===== config.mk =====
export PLATFORM = sky130hd
export DESIGN_NAME = axis_rr_arbiter
export DESIGN_NICKNAME = d
export VERILOG_FILES = /design/src/rtl/axis_rr_arbiter.sv
export SDC_FILE = /design/constraint.sdc
export NUM_CORES = 1
export LEC_CHECK = 0
export ABC_AREA = 1
export BUFFER_PORTS_ARGS = -buffer_cell sky130_fd_sc_hd__clkbuf_2
export CAP_MARGIN = 15
export CORE_AREA = 2 2 93 118
export DETAILED_ROUTE_END_ITERATION = 6
export DIE_AREA = 0 0 95 120
export PLACE_DENSITY = 0.62
export SYNTH_ARGS = -nofsm -noshare
export SYNTH_HDL_FRONTEND = slang
export SYNTH_SLANG_ARGS = --single-unit

===== constraint.sdc =====
create_clock -name m00_axis_aclk -period 3.65 [get_ports m00_axis_aclk]
set_input_delay 0.365 -clock m00_axis_aclk [delete_from_list [all_inputs] [get_ports m00_axis_aclk]]
set_output_delay 0.365 -clock m00_axis_aclk [all_outputs]
set_load 0.05 [all_outputs]

===== src/rtl/axis_rr_arbiter.sv =====
// Packet-level round-robin merge of NUM_SRC AXI-Stream sources onto one registered m00 port.
// Define AXIS_ARB_PKT_CNT_EN to enable the completed-packet counter on pkt_count.
module axis_rr_arbiter #(
    parameter int unsigned DATA_SIZE = 32,
    parameter int unsigned NUM_SRC   = 4
) (
    input  logic                           m00_axis_aclk,
    input  logic                           m00_axis_aresetn,
    input  logic                           arb_enable,
    input  logic [NUM_SRC*DATA_SIZE-1:0]   s_axis_tdata,
    input  logic [NUM_SRC*DATA_SIZE/8-1:0] s_axis_tstrb,
    input  logic [NUM_SRC-1:0]             s_axis_tvalid,
    input  logic [NUM_SRC-1:0]             s_axis_tlast,
    output logic [NUM_SRC-1:0]             s_axis_tready,
    output logic [DATA_SIZE-1:0]           m00_axis_tdata,
    output logic [DATA_SIZE/8-1:0]         m00_axis_tstrb,
    output logic                           m00_axis_tvalid,
    input  logic                           m00_axis_tready,
    output logic                           m00_axis_tlast,
    output logic [NUM_SRC-1:0]             grant,
    output logic [15:0]                    pkt_count
);

    localparam int unsigned STRB_SIZE = DATA_SIZE / 8;
    localparam int unsigned IDX_W     = (NUM_SRC > 1) ? $clog2(NUM_SRC) : 1;

    localparam logic [0:0] ST_IDLE = 1'b0;
    localparam logic [0:0] ST_XFER = 1'b1;

    logic [0:0]           state_q, state_d;
    logic [NUM_SRC-1:0]   grant_q, grant_d;
    logic [IDX_W-1:0]     owner_q, owner_d;
    logic [IDX_W-1:0]     last_q, last_d;
    logic [DATA_SIZE-1:0] tdata_q, tdata_d;
    logic [STRB_SIZE-1:0] tstrb_q, tstrb_d;
    logic                 tlast_q, tlast_d;
    logic                 tvalid_q, tvalid_d;

    logic                 win_found;
    logic [IDX_W-1:0]     win_idx;
    logic [DATA_SIZE-1:0] sel_tdata;
    logic [STRB_SIZE-1:0] sel_tstrb;
    logic                 sel_tlast;
    logic                 sel_tvalid;
    logic                 out_ready;
    logic                 in_ready;
    logic                 accept;

    function automatic logic [IDX_W-1:0] rr_next(input logic [IDX_W-1:0] base,
                                                 input int unsigned step);
        int unsigned idx;
        idx = (32'(base) + step) % NUM_SRC;
        return idx[IDX_W-1:0];
    endfunction

    // First requester after the previous owner, wrapping around.
    always_comb begin
        win_found = 1'b0;
        win_idx   = '0;
        for (int unsigned k = 1; k <= NUM_SRC; k++) begin
            if (!win_found && s_axis_tvalid[rr_next(last_q, k)]) begin
                win_found = 1'b1;
                win_idx   = rr_next(last_q, k);
            end
        end
    end

    always_comb begin
        sel_tdata  = '0;
        sel_tstrb  = '0;
        sel_tlast  = 1'b0;
        sel_tvalid = 1'b0;
        for (int unsigned i = 0; i < NUM_SRC; i++) begin
            if (grant_q[i]) begin
                sel_tdata  = s_axis_tdata[i*DATA_SIZE +: DATA_SIZE];
                sel_tstrb  = s_axis_tstrb[i*STRB_SIZE +: STRB_SIZE];
                sel_tlast  = s_axis_tlast[i];
                sel_tvalid = s_axis_tvalid[i];
            end
        end
    end

    // The output register can take a new beat when empty or draining this cycle.
    assign out_ready     = ~tvalid_q | m00_axis_tready;
    assign in_ready      = (state_q == ST_XFER) & out_ready;
    assign accept        = in_ready & sel_tvalid;
    assign s_axis_tready = grant_q & {NUM_SRC{in_ready}};

    always_comb begin
        state_d  = state_q;
        grant_d  = grant_q;
        owner_d  = owner_q;
        last_d   = last_q;
        tdata_d  = tdata_q;
        tstrb_d  = tstrb_q;
        tlast_d  = tlast_q;
        tvalid_d = tvalid_q;

        if (tvalid_q && m00_axis_tready) begin
            tvalid_d = 1'b0;
        end
        if (accept) begin
            tdata_d  = sel_tdata;
            tstrb_d  = sel_tstrb;
            tlast_d  = sel_tlast;
            tvalid_d = 1'b1;
        end

        case (state_q)
            ST_IDLE: begin
                if (arb_enable && win_found) begin
                    state_d = ST_XFER;
                    grant_d = NUM_SRC'(1) << win_idx;
                    owner_d = win_idx;
                end
            end
            ST_XFER: begin
                if (accept && sel_tlast) begin
                    state_d = ST_IDLE;
                    grant_d = '0;
                    last_d  = owner_q;
                end
            end
            default: begin
                state_d = ST_IDLE;
                grant_d = '0;
            end
        endcase
    end

    always_ff @(posedge m00_axis_aclk or negedge m00_axis_aresetn) begin
        if (!m00_axis_aresetn) begin
            state_q  <= ST_IDLE;
            grant_q  <= '0;
            owner_q  <= '0;
            last_q   <= IDX_W'(NUM_SRC - 1);
            tdata_q  <= '0;
            tstrb_q  <= '0;
            tlast_q  <= 1'b0;
            tvalid_q <= 1'b0;
        end else begin
            state_q  <= state_d;
            grant_q  <= grant_d;
            owner_q  <= owner_d;
            last_q   <= last_d;
            tdata_q  <= tdata_d;
            tstrb_q  <= tstrb_d;
            tlast_q  <= tlast_d;
            tvalid_q <= tvalid_d;
        end
    end

    assign m00_axis_tdata  = tdata_q;
    assign m00_axis_tstrb  = tstrb_q;
    assign m00_axis_tlast  = tlast_q;
    assign m00_axis_tvalid = tvalid_q;
    assign grant           = grant_q;

`ifdef AXIS_ARB_PKT_CNT_EN
    logic [15:0] pkt_count_q;

    // Counts packets leaving on m00, wrapping naturally at 16 bits.
    always_ff @(posedge m00_axis_aclk or negedge m00_axis_aresetn) begin
        if (!m00_axis_aresetn) begin
            pkt_count_q <= 16'd0;
        end else if (tvalid_q && m00_axis_tready && tlast_q) begin
            pkt_count_q <= pkt_count_q + 16'd1;
        end
    end

    assign pkt_count = pkt_count_q;
`else
    assign pkt_count = 16'd0;
`endif

endmodule


-- After elaboration in Yosys (flattened, before gate mapping)
Cells that the tools add are included.
- add/subtract/negate cells: 4
- $mul: 0
- div/mod/pow operators: 0
- magnitude comparators: 4
- equal/unequal tests: 2
- shifts and indexed selects: 1
- multiplexer cells: 40
- bitwise operators: 6
- reduce and logical (&&, ||, !) cells: 13
- operators by type and width (kind ; number):
    $mux 32 ; 4
    $mux 4 ; 6
    $mux 1 ; 20
    $lt 2x3->1 const B ; 4
    $bmux 1 s2 ; 4
    $mux 2 ; 4
    $pmux 4 s2 ; 1
    $logic_and 1x1->1 ; 6
    $reduce_and 2->1 ; 3
    $add 2x1->2 const B ; 2
    $add 2x2->2 const B ; 2
    $and 4x4->4 ; 1
    $shl 1x2->4 const A ; 1
    $logic_not 1->1 ; 3
    $and 1x1->1 ; 2
    $ne 2x1->1 const B ; 1
    $ne 2x2->1 const B ; 1
    $not 1->1 ; 2
    $pmux 1 s2 ; 1
    $reduce_bool 2->1 ; 1
    $or 1x1->1 ; 1
- register bits after elaboration: 47
- latch bits: 0
- bits in writable memories: 0
- memory bits (read-only): 0
- bits of input ports: 156
- output and inout bits: 62
- word-level logic and storage cells: 78
- memories kept: 0

-- Logic depth before layout (Yosys ltp)
- depth in word-level cells: 16
- gate-level depth with buffers: 13
- depth with buffers taken out: 12

-- Worst setup path after synthesis
No wires, ideal clock.
- path type: register to output
- start point: reg grant_q[3] (netlist: grant[3])
- end point: out s_axis_tready[3]
- data arrival time: 1781 ps
- data required time: 3285 ps
- setup slack: 1504 ps
- cell stages (with the launch flop): 5
- path buffers: 2
- cells stage by stage: dfrtp_1 > inv_1 > buf_2 > clkbuf_1 > nor2_1
- cells in the longest elaborated chain, start to end: 1
- RTL lines (what ; line ; text):
    from (decl) ; 31 ; logic [NUM_SRC-1:0] grant_q, grant_d;
    from (signal assigned) ; 143 ; grant_q <= grant_d;
    $and 4x4->4 ; 87 ; assign s_axis_tready = grant_q & {NUM_SRC{in_ready}};
    to (decl) ; 14 ; output logic [NUM_SRC-1:0] s_axis_tready,
Every way passes these cells.

-- Final worst setup path
- start point: reg grant_q[1] (netlist: grant[1])
- end point: reg tvalid_q (netlist: m00_axis_tvalid)
- cells in the longest elaborated chain, start to end: 5
- elaborated cells between the ends (all ways): 6
- classes of those cells: mux (4); bitwise (1); reduce/logical (1)
- RTL lines (what ; line ; text):
    $mux 1 (*) (3 in series) ; 74 ; if (grant_q[i]) begin
    $and 1x1->1 (*) ; 86 ; assign accept = in_ready & sel_tvalid;
    $mux 1 / $reduce_bool 2->1 (equally long branches) ; - ;
    to (signal assigned) ; 149 ; tvalid_q <= tvalid_d;
    to (decl) ; 37 ; logic tvalid_q, tvalid_d;
Every way passes the cells marked *; elsewhere a longest branch is shown, timed or not.
A chain may end at the register's enable or synchronous reset.

==> flow_metrics.env <==
export IMPL_path_max_fanout=74
export IMPL_post_place_ws_ns=1.34
export IMPL_ys_ff_latch=47
export IMPL_routed_wl_um=12000
export IMPL_grt_max_degree=75
export IMPL_relSlewSlack_pct=49.7
export IMPL_skew_ns=0.00270
export IMPL_start_util_pct=33.1
export IMPL_die_h_um=120
export IMPL_synth_enable_flop_cells=0
export IMPL_grtUsageTotal_pct=20.2
export IMPL_multi_input_area_um2=1910
export IMPL_synth_largest_area_cell="dfrtp_1"
export IMPL_postCtsHoldBufs=0
export IMPL_rr_startpoint="grant[1]$_DFFE_PN0P_"
export IMPL_die_x_um=95
export IMPL_cts_root_buffer="clkbuf_16"
export IMPL_status="finished, final reports clean"
export IMPL_final_cell_area_um2=4550
export IMPL_post_cts_setup_buffers=0
export IMPL_route_met3_wl_um=1010
export IMPL_grt_remaining_overflow=0
export IMPL_post_route_period_util_pct=63.4
export IMPL_num_fill_cells=1076
export IMPL_synthFlopType="dfrtp_1"
export IMPL_drtPass1Iterations=4
export IMPL_vdd_ir_drop_worst_v=0.000401
export IMPL_finalWorstSetupSlack_ns=1.34
export IMPL_yosys_area_share_xor_xnor_pct=0
export IMPL_synth_area_um2=3430
export IMPL_report_final_slew_viol_count=0
export IMPL_synth_area_leaders="dfrtp_1 33%, nand2_1 16%, o21ai_0 11%, nand3_1 7.4%, a21oi_1 5.8%"
export IMPL_synth_cell_types=30
export IMPL_drt_initial_drc_count=208
export IMPL_synth_compound_area_share_pct=23.3
export IMPL_htree_levels=2
export IMPL_ys_warn_count=0
export IMPL_timing_hold_ws_ns=0.185
export IMPL_cts_tree="yes"
export IMPL_die_area_um2=11400
export IMPL_worstPathArrival_ns=2.44
export IMPL_p_leak_nw=2.61
export IMPL_clock_sinks=47
export IMPL_place_area_um2=4390
export IMPL_reg2reg_depth=7
export IMPL_yosysTopAreaCellShare_pct=32.8
export IMPL_num_antenna_cells=0
export IMPL_wl_per_cell_um=14.6
export IMPL_rsz0062_at_grt="false"
export IMPL_clk_pin_slew_ns=0.06
export IMPL_synthSimpleGateAreaFrac_pct=30.5
export IMPL_synth_commonest_cells="143 x nand2_1, 75 x o21ai_0, 51 x nand3_1"
export IMPL_portBuffers=201
export IMPL_seq_area_frac_synth_pct=34.4
export IMPL_synth_top_family_by_area="simple AND/OR/NAND/NOR gates"
export IMPL_min_period_ns=2.31
export IMPL_postSynthCellCount=510
export IMPL_fin_setup_tns_ns=0
export IMPL_placementRows=42
export IMPL_async_flop_share_pct=100
export IMPL_area_growth_pct=32.5
export IMPL_drive_gt1_share_pct=36.3
export IMPL_startpoint_type="flip-flop"
export IMPL_clock_fmax_mhz=432
export IMPL_ant_nets=0
export IMPL_cts_made_buffers=5
export IMPL_antenna_found_initial=0
export IMPL_grt_pass1_wl_um=17900
export IMPL_core_area_um2=10400
export IMPL_dp_cells=810
export IMPL_synth_area_mux_share_pct=0
export IMPL_drv_cap=0
export IMPL_grt_pass1_vias=3603
export IMPL_post_dp_hpwl_um=8810
export IMPL_insertion_delay_ns=0.28
export IMPL_critPathKind="reg2reg"
export IMPL_r2r_end="m00_axis_tvalid$_DFFE_PN0P_"
export IMPL_p_per_area_nw_per_um2=876
export IMPL_clk_path_buf_depth=2
export IMPL_vias_per_cell=4.96
export IMPL_end_kind="flip-flop"
export IMPL_worst_slew_pin_slew_ns=0.755
export IMPL_ctsResizeCount=0
export IMPL_finalNetCount=841
export IMPL_post_layout_nonfiller_instances=818
export IMPL_synth_fa_ha_area_share_pct=0
export IMPL_final_seq_area_um2=1180
export IMPL_cp_required_ns=3.78
export IMPL_hold_viol=0
export IMPL_ioPinCount=218
export IMPL_setup_violations=0
export IMPL_drc=0
export IMPL_rrSetupSlack_ns=1.34
export IMPL_min_delay_path_class="in2async"
export IMPL_gp_congestion=0.901
export IMPL_wl_met2_um=5660
export IMPL_dr_total_vias=4056
export IMPL_wl_met1_um=5030
export IMPL_top_layer="met4"
export IMPL_syn_avg_cell_area_um2=6.72
export IMPL_synth_most_common_cell="nand2_1"
[layer usage]
layer	track usage, %	vias up
li1	-	2025
met1	26.5	1831
met2	33.0	179
met3	3.95	21
met4	6.70	0
met5	0	-
[cell usage in the layout (no fill, tap or decap), types with 3 or more instances in the layout]
master / n
dfrtp_1: 45
buf_4: 6
nand2_1: 143
nand3_1: 51
o21ai_1: 40
nor2_2: 3
inv_1: 11
nand4_1: 4
conb_1: 16
clkbuf_2: 201
o21ai_0: 75
inv_2: 7
nand2_4: 3
nor2_1: 10
a21oi_1: 40
nand2_2: 11
clkbuf_16: 5
[kinds of logic (layout without fill, tap and decap cells)]
logic type,after synthesis,count (layout)
compound gates,158,158
buf+inv,74,235
flops,47,47
other cells,1,16
simple gates,230,230
[power breakdown]
group,total [mW],internal (mW),switching (mW)
Clock,0.487,0.291,0.196
Combinational,2.58,0.704,1.87
Sequential,0.919,0.744,0.175
[worst max path at each step]
stage                         start                              to  slack [ns]  depth (start not counted)
2_1_floorplan  grant[3]$_DFFE_PN0P_                s_axis_tready[3]        1.50                          4
3_3_place_gp   grant[1]$_DFFE_PN0P_     m00_axis_tvalid$_DFFE_PN0P_        1.42                          7
3_5_place_dp   grant[1]$_DFFE_PN0P_     m00_axis_tvalid$_DFFE_PN0P_        1.34                          7
4_1_cts        grant[1]$_DFFE_PN0P_     m00_axis_tvalid$_DFFE_PN0P_        1.36                          7
5_1_grt        grant[1]$_DFFE_PN0P_  m00_axis_tdata[30]$_DFFE_PN0P_        1.14                          8
6_report       grant[1]$_DFFE_PN0P_     m00_axis_tvalid$_DFFE_PN0P_        1.34                          7
[layout make-up]
class	count	share of cell area (%)
well taps	132	3.63
multi-input cells	404	41.9
clock buffers	7	3.36
inverters	20	1.87
clock inverters	1	0.165
flip-flops and latches	47	25.9
repair buffers	207	23.1
[through the flow]
stage	power, mW	utilization, %
after global placement	3.46	42.4
after CTS	4.01	43.9
after detailed placement	3.51	42.4
final	3.98	43.9
after floorplan	2.96	-
after global routing	4.32	43.9
[worst max-delay path, stage by stage, from the launching register on]
cell and delay [ns]:
dfrtp_1 0.38, inv_2 0.55, o21ai_1 0.15, o211ai_1 0.12, a21oi_1 0.12, inv_2 0.05
buf_4 0.55, o21ai_0 0.18
[sequential cells by signal, indices dropped and copies added (netlist names)]
signal and cells:
m00_axis_tstrb 4, last_q 2, m00_axis_tvalid 1, m00_axis_tdata 32, m00_axis_tlast 1, state_q 1
grant 4, owner_q 2
Power figures use the tool's default switching activity.
